`src/rtl/reg_bus_pkg.sv`:
```
// Shared types and constants for the simple register bus initiator.
package reg_bus_pkg;

    typedef enum logic [1:0] {
        IDLE   = 2'd0,
        ACCESS = 2'd1,
        WAIT   = 2'd2,
        RESP   = 2'd3
    } bus_state_e;

    // Wide enough for the largest legal RD_WAIT / WR_GAP (15).
    localparam int WAIT_CNT_W = 4;

    // Default bus widths, matching the regfile generator.
    localparam int DEF_ADDR_WIDTH  = 32;
    localparam int DEF_WDATA_WIDTH = 32;
    localparam int DEF_RDATA_WIDTH = 32;

endpackage

```
`src/rtl/reg_bus_master.sv`:
```
// Single-outstanding initiator for the simple register bus. Takes one request
// on a valid/ready port, runs one bus access, and returns read data or a write
// completion on a valid/ready response port.
//
//   state  | meaning
//   -------+------------------------------------------------------------
//   IDLE   | ready for a request; bus quiet, reg_addr holds last value
//   ACCESS | one-cycle reg_en strobe with the captured request
//   WAIT   | down-counter runs; read data sampled when count reaches 1
//   RESP   | response presented until the consumer accepts it
module reg_bus_master
    import reg_bus_pkg::*;
#(
    parameter int ADDR_WIDTH  = DEF_ADDR_WIDTH,
    parameter int WDATA_WIDTH = DEF_WDATA_WIDTH,
    parameter int RDATA_WIDTH = DEF_RDATA_WIDTH,
    parameter int RD_WAIT     = 1,
    parameter int WR_GAP      = 1
) (
    input  logic                   clk,
    input  logic                   reset_n,
    input  logic                   req_valid,
    output logic                   req_ready,
    input  logic                   req_we,
    input  logic [ADDR_WIDTH-1:0]  req_addr,
    input  logic [WDATA_WIDTH-1:0] req_wdata,
    output logic                   rsp_valid,
    input  logic                   rsp_ready,
    output logic                   rsp_we,
    output logic [RDATA_WIDTH-1:0] rsp_rdata,
    output logic                   reg_en,
    output logic                   reg_we,
    output logic [ADDR_WIDTH-1:0]  reg_addr,
    output logic [WDATA_WIDTH-1:0] reg_wdata,
    input  logic [RDATA_WIDTH-1:0] reg_rdata
);

    if (RD_WAIT < 1 || RD_WAIT > 15) begin : g_bad_rd_wait
        $error("reg_bus_master: RD_WAIT must be within 1..15");
    end
    if (WR_GAP < 1 || WR_GAP > 15) begin : g_bad_wr_gap
        $error("reg_bus_master: WR_GAP must be within 1..15");
    end

    localparam logic [WAIT_CNT_W-1:0] RD_LOAD = WAIT_CNT_W'(RD_WAIT);
    localparam logic [WAIT_CNT_W-1:0] WR_LOAD = WAIT_CNT_W'(WR_GAP);
    localparam logic [WAIT_CNT_W-1:0] CNT_ONE = WAIT_CNT_W'(1);

    bus_state_e             state;
    bus_state_e             state_next;
    logic [WAIT_CNT_W-1:0]  cnt;
    logic [WAIT_CNT_W-1:0]  cnt_next;
    logic                   capture;
    logic                   sample;
    logic                   we_q;
    logic [ADDR_WIDTH-1:0]  addr_q;
    logic [WDATA_WIDTH-1:0] wdata_q;
    logic [RDATA_WIDTH-1:0] rdata_q;

    // State and wait-counter registers.
    always_ff @(posedge clk or negedge reset_n) begin
        if (!reset_n) begin
            state <= IDLE;
            cnt   <= '0;
        end else begin
            state <= state_next;
            cnt   <= cnt_next;
        end
    end

    // Next-state, counter load/decrement, capture and sample strobes.
    always_comb begin
        state_next = state;
        cnt_next   = cnt;
        capture    = 1'b0;
        sample     = 1'b0;
        case (state)
            IDLE: begin
                if (req_valid) begin
                    capture    = 1'b1;
                    state_next = ACCESS;
                end
            end
            ACCESS: begin
                cnt_next   = we_q ? WR_LOAD : RD_LOAD;
                state_next = WAIT;
            end
            WAIT: begin
                if (cnt == CNT_ONE) begin
                    sample     = 1'b1;
                    cnt_next   = '0;
                    state_next = RESP;
                end else begin
                    cnt_next = cnt - CNT_ONE;
                end
            end
            RESP: begin
                if (rsp_ready) begin
                    state_next = IDLE;
                end
            end
            default: begin
                state_next = IDLE;
                cnt_next   = '0;
            end
        endcase
    end

    // Request holding registers; write data only moves on a write capture.
    always_ff @(posedge clk or negedge reset_n) begin
        if (!reset_n) begin
            we_q    <= 1'b0;
            addr_q  <= '0;
            wdata_q <= '0;
        end else if (capture) begin
            we_q   <= req_we;
            addr_q <= req_addr;
            if (req_we) begin
                wdata_q <= req_wdata;
            end
        end
    end

    // Response data register; writes complete with zero data.
    always_ff @(posedge clk or negedge reset_n) begin
        if (!reset_n) begin
            rdata_q <= '0;
        end else if (sample) begin
            rdata_q <= we_q ? '0 : reg_rdata;
        end
    end

    // IDLE is also the reset state, so req_ready is qualified by reset_n to
    // keep it low while reset is asserted.
    assign req_ready = (state == IDLE) && reset_n;
    assign reg_en    = (state == ACCESS);
    assign reg_we    = (state == ACCESS) && we_q;
    assign reg_addr  = addr_q;
    assign reg_wdata = wdata_q;
    assign rsp_valid = (state == RESP);
    assign rsp_we    = (state == RESP) && we_q;
    assign rsp_rdata = rdata_q;

endmodule

```
`config.mk`:
```
export PLATFORM = sky130hd
export DESIGN_NAME = reg_bus_master
export DESIGN_NICKNAME = d
export VERILOG_FILES = /design/src/rtl/reg_bus_pkg.sv /design/src/rtl/reg_bus_master.sv
export SDC_FILE = /design/constraint.sdc
export NUM_CORES = 1
export LEC_CHECK = 0
export ABC_AREA = 0
export BUFFER_PORTS_ARGS = -buffer_cell sky130_fd_sc_hd__buf_2
export CAP_MARGIN = 15
export CORE_ASPECT_RATIO = 1.75
export CORE_MARGIN = 2
export CORE_UTILIZATION = 30
export DETAILED_ROUTE_END_ITERATION = 8
export GPL_TIMING_DRIVEN = 0
export SLEW_MARGIN = 20
export SYNTH_ARGS = -nofsm -noshare
export SYNTH_HDL_FRONTEND = slang
export SYNTH_SLANG_ARGS = --single-unit
```
`constraint.sdc`:
```
create_clock -name clk -period 2.2 [get_ports clk]
set_input_delay 0.44 -clock clk [delete_from_list [all_inputs] [get_ports clk]]
set_output_delay 0.44 -clock clk [all_outputs]
set_load 0.03 [all_outputs]
```
### After elaboration in Yosys (flattened, before gate mapping)

Index checks and enable logic that the tools add are counted.

* memories: 0
* bits in writable memories: 0
* register bits after elaboration: 103
* output and inout bits: 101
* word-level logic and storage cells: 32
* input bits: 101
* latch bits: 0
* memory bits (read-only): 0

* shifts and indexed selects: 0
* bitwise operators: 0
* reductions and logical operators: 7
* order comparisons: 0
* eq/ne operators: 7
* div/mod/pow operators: 0
* multipliers: 0
* mux-type cells: 11
* add/subtract/negate cells: 1

Operators with widths (number)
* $mux 32: 1
* $pmux 2 s4: 1
* $pmux 4 s2: 1
* $mux 2: 3
* $eq 2x2->1 const B: 2
* $eq 4x1->1 const B: 1
* $mux 1: 4
* $mux 4: 1
* $ne 2x2->1 const B: 2
* $sub 4x1->4 const B: 1
* $logic_and 1x1->1: 3
* $reduce_and 3->1: 1
* $eq 2x1->1 const B: 1
* $logic_not 2->1: 1
* $ne 2x1->1 const B: 1
* $reduce_and 2->1: 1
* $reduce_bool 2->1: 1

### Depth between registers and ports, before layout

* depth after elaboration: 3
* mapped depth: 7
* depth with buffers taken out: 5

### Least setup slack after synthesis

OpenSTA, ideal clock, no wires.

* path type: register -> register
* start: register cnt[1]
* end: register state[1]
* slack: 0.523 ns
* arrival: 1.549 ns
* required time: 2.072 ns
* cell stages (with the launch flop): 6
* clock period less this slack: 1.677 ns
* cell sequence: dfrtp_1 > inv_1 > ha_1 > or3b_4 > a211oi_2 > mux2_1

* cells in the longest elaborated chain, start to end: 3

Ends and longest elaborated chain
* from (decl): RTL line reg_bus_master.sv:51 `logic [WAIT_CNT_W-1:0] cnt;`
* from (signal assigned): RTL line reg_bus_master.sv:67 `cnt <= cnt_next;`
* $eq 4x1->1: RTL line reg_bus_master.sv:89 `if (cnt == CNT_ONE) begin`
* $ne 2x2->1 (no source line)
* $reduce_and 3->1 (no source line)
* to (signal assigned): RTL line reg_bus_master.sv:66 `state <= state_next;`
* to (decl): RTL line reg_bus_master.sv:49 `bus_state_e state;`

No other way between the ends.
A chain may end at the register's enable or synchronous reset.

### Worst setup path in the final report

* start: register we_q
* end: output rsp_we

* cells in the longest elaborated chain, start to end: 1

Ends and longest elaborated chain
* from (decl): RTL line reg_bus_master.sv:55 `logic we_q;`
* from (signal assigned): RTL line reg_bus_master.sv:116 `we_q <= req_we;`
* $logic_and 1x1->1: RTL line reg_bus_master.sv:141 `assign rsp_we = (state == RESP) && we_q;`
* to (decl): RTL line reg_bus_master.sv:29 `output logic rsp_we,`

No other way between the ends.

==> metrics.yaml <==
fin_cells: 713
vias_per_cell: 4.43
dpl_worst_slack_ps: 243
cts-buffers-inserted: 9
syn2layout_area_growth_pct: 37.8
p_leak_nw: 2.91
cts_tree: "done"
syn_nets: 428
synth_cell_types: 25
die_w_um: 92.9
synth_top_family_by_area: "multiplexers"
io_pins: 202
period_minus_slack_ps: 1940
layout-drive-gt1-share_pct: 54.2
routed_wl_um: 10200
ctsLongestPathBuffers: 2
ys_ff_latch: 103
grt_max_degree: 75
synthTopCellsByArea: "dfrtp_1 62%, mux2_2 17%, nand2b_1 4.8%"
cap_viol_max_count: 0
max_slew_margin_pct: 65.8
die_area_mm2: 0.0148
yosys.area_share.xor_xnor_pct: 0
status: "complete, no violations"
clock_skew_ps: 8.01
timing.final.ws_setup_ps: 261
initial_core_util_pct: 30.8
tightest_slew_ps: 513
cts_sinks: 103
worst_setup_path_end_kind: "output pin"
fmax_ghz: 0.516
irDropWorstVdd_mv: 0.640
setup_viol: 0
synth_top_area_share_pct: 62.1
cp.arrival_ps: 1500
worstSetupPathType: "flop to output pin"
holdWs_ps: 35.6
critPathLaunchType: "flop"
required_ps: 1760
gp_congestion: 0.755
clk_latency_ps: 340
dp.cells: 696
ctsRootBufferMaster: "clkbuf_16"
syn-instance-count: 320
drt_first_pass_iters: 4
avgSynthCellArea_um2: 13.0
synth_top_cell_by_area: "dfrtp_1"
final_nets: 642
htreeDepth: 3
antenna_found_initial: 0
seq_area_frac_synth_pct: 62.1
vias: 3160
hp-class: "input pin to async pin"
wire_per_inst_um: 14.3
drcViolationCount: 0
synthMuxAreaShare_pct: 17.6
port_buffers: 201
clk_pin_slew_worst_paths_ps: 70
utilization_pct: 42.5
power_mw: 9.59
stdcell_area_mm2: 0.00572
ant_nets: 0
power_density_mw_per_mm2: 1680
yosysWarnings: 0
synth-compound-area-share_pct: 5.49
grt_pass1_wl_um: 16600
synthesis.area_mm2: 0.00415
place_area_mm2: 0.00541
diodes: 0
drt-initial-drc-count: 88
synth_fa_ha_area_share_pct: 2.11
die_h_um: 160
tns_ps: 0
synthSimpleGateAreaFrac_pct: 10.4
slew_violations: 0
grt_overflow: 0
grt_pass1_vias: 3439
post_cts_buffers: 0
hpwl_um: 7970
cts_resized: 0
path_max_fanout: 10
track_usage_pct: 14.0
min_period_over_period_pct: 88.1
core_area_mm2: 0.0135
rsz0062_at_grt: "no"
placementRows: 56
finalHoldViolations: 0
==> Yosys cell counts <==
cell type	count
dfrtp_1	103
mux2_2	64
nand2_1	35
nand2b_1	32
o21ai_0	21
o21ai_1	14
clkbuf_1	10
buf_2	7
ha_1	7
inv_1	5
and2_1	4
a21oi_1	2
a32o_1	2
nor2b_1	2
nor4_1	2
a211oi_2	1
and2b_1	1
mux2_1	1
nand3_1	1
nand3b_1	1
nand4bb_1	1
nor2_1	1
nor3_1	1
o21ba_1	1
or3b_4	1
==> where the power goes <==
part	internal [mW]	switching, mW	total (mW)
registers	2.79	0.450	3.24
logic	1.67	3.14	4.80
clock network	0.817	0.727	1.54
==> flip-flops by register name (all words and copies together), names as in the netlist <==
signal	count
reg_addr	32
reg_wdata	32
rsp_rdata	32
cnt	4
state	2
we_q	1
==> placed cells by master, fill, tap and decap left out, types with 4 or more instances in the layout <==
cell / instances
and2_1: 4
buf_2: 207
clkbuf_1: 10
clkbuf_16: 9
dfrtp_1: 103
ha_1: 7
inv_1: 5
mux2_2: 64
nand2_1: 35
nand2b_1: 32
o21ai_0: 21
o21ai_1: 14
==> routing by layer <==
| layer | wire length [um] | GRT usage [%] |
|---|---|---|
| met3 | 634 | 3.27 |
| met4 | 144 | 4.81 |
| met5 | 0 | 0 |
| met1 | 3910 | 15.6 |
| met2 | 5480 | 25.5 |
==> area by class of cell <==
cell class                 count  area [um^2]
inverter                       5         18.8
sequential                   103         2580
multi-input combinational    195         1480
tap                          174          218
clock buffer                  10          239
fill                        1331         7730
buffer                        17         72.6
timing repair buffer         203         1060
clock inverter                 6         53.8
==> worst max-delay path: stages (launching register included) <==
cell      delay, ps
dfrtp_1         460
clkbuf_1        340
and2_1          180
buf_2           190
==> worst paths after layout <==
check / startpoint / end / slack, ps / depth (start not counted)
worst max-delay path: we_q / rsp_we / 260 / 3
worst min-delay path: reset_n / rsp_rdata[4] / 40 / 2
worst max register to register: state[0] / rsp_rdata[12] / 390 / 7
worst min register to register: rsp_rdata[4] / rsp_rdata[4] / 480 / 2
max in group asynchronous: reset_n / reg_addr[30] / 1790 / 2
min in group clk: req_addr[10] / reg_addr[10] / 330 / 2
==> kinds of logic (layout without fill, tap and decap cells) <==
family / count (synthesis) / after routing
and+or+nand+nor: 82 / 82
muxes: 65 / 65
buffers and inverters: 22 / 241
AOI/OAI and AO/OA: 41 / 41
adders and majority gates: 7 / 7
DFF: 103 / 103
==> repair_timing <==
item                                    CTS  global route
hold buffers                              1             0
endpoints found under the hold margin    30             0
endpoints found under the setup margin    0             0
No activity file was read; power rests on OpenSTA's default activity.
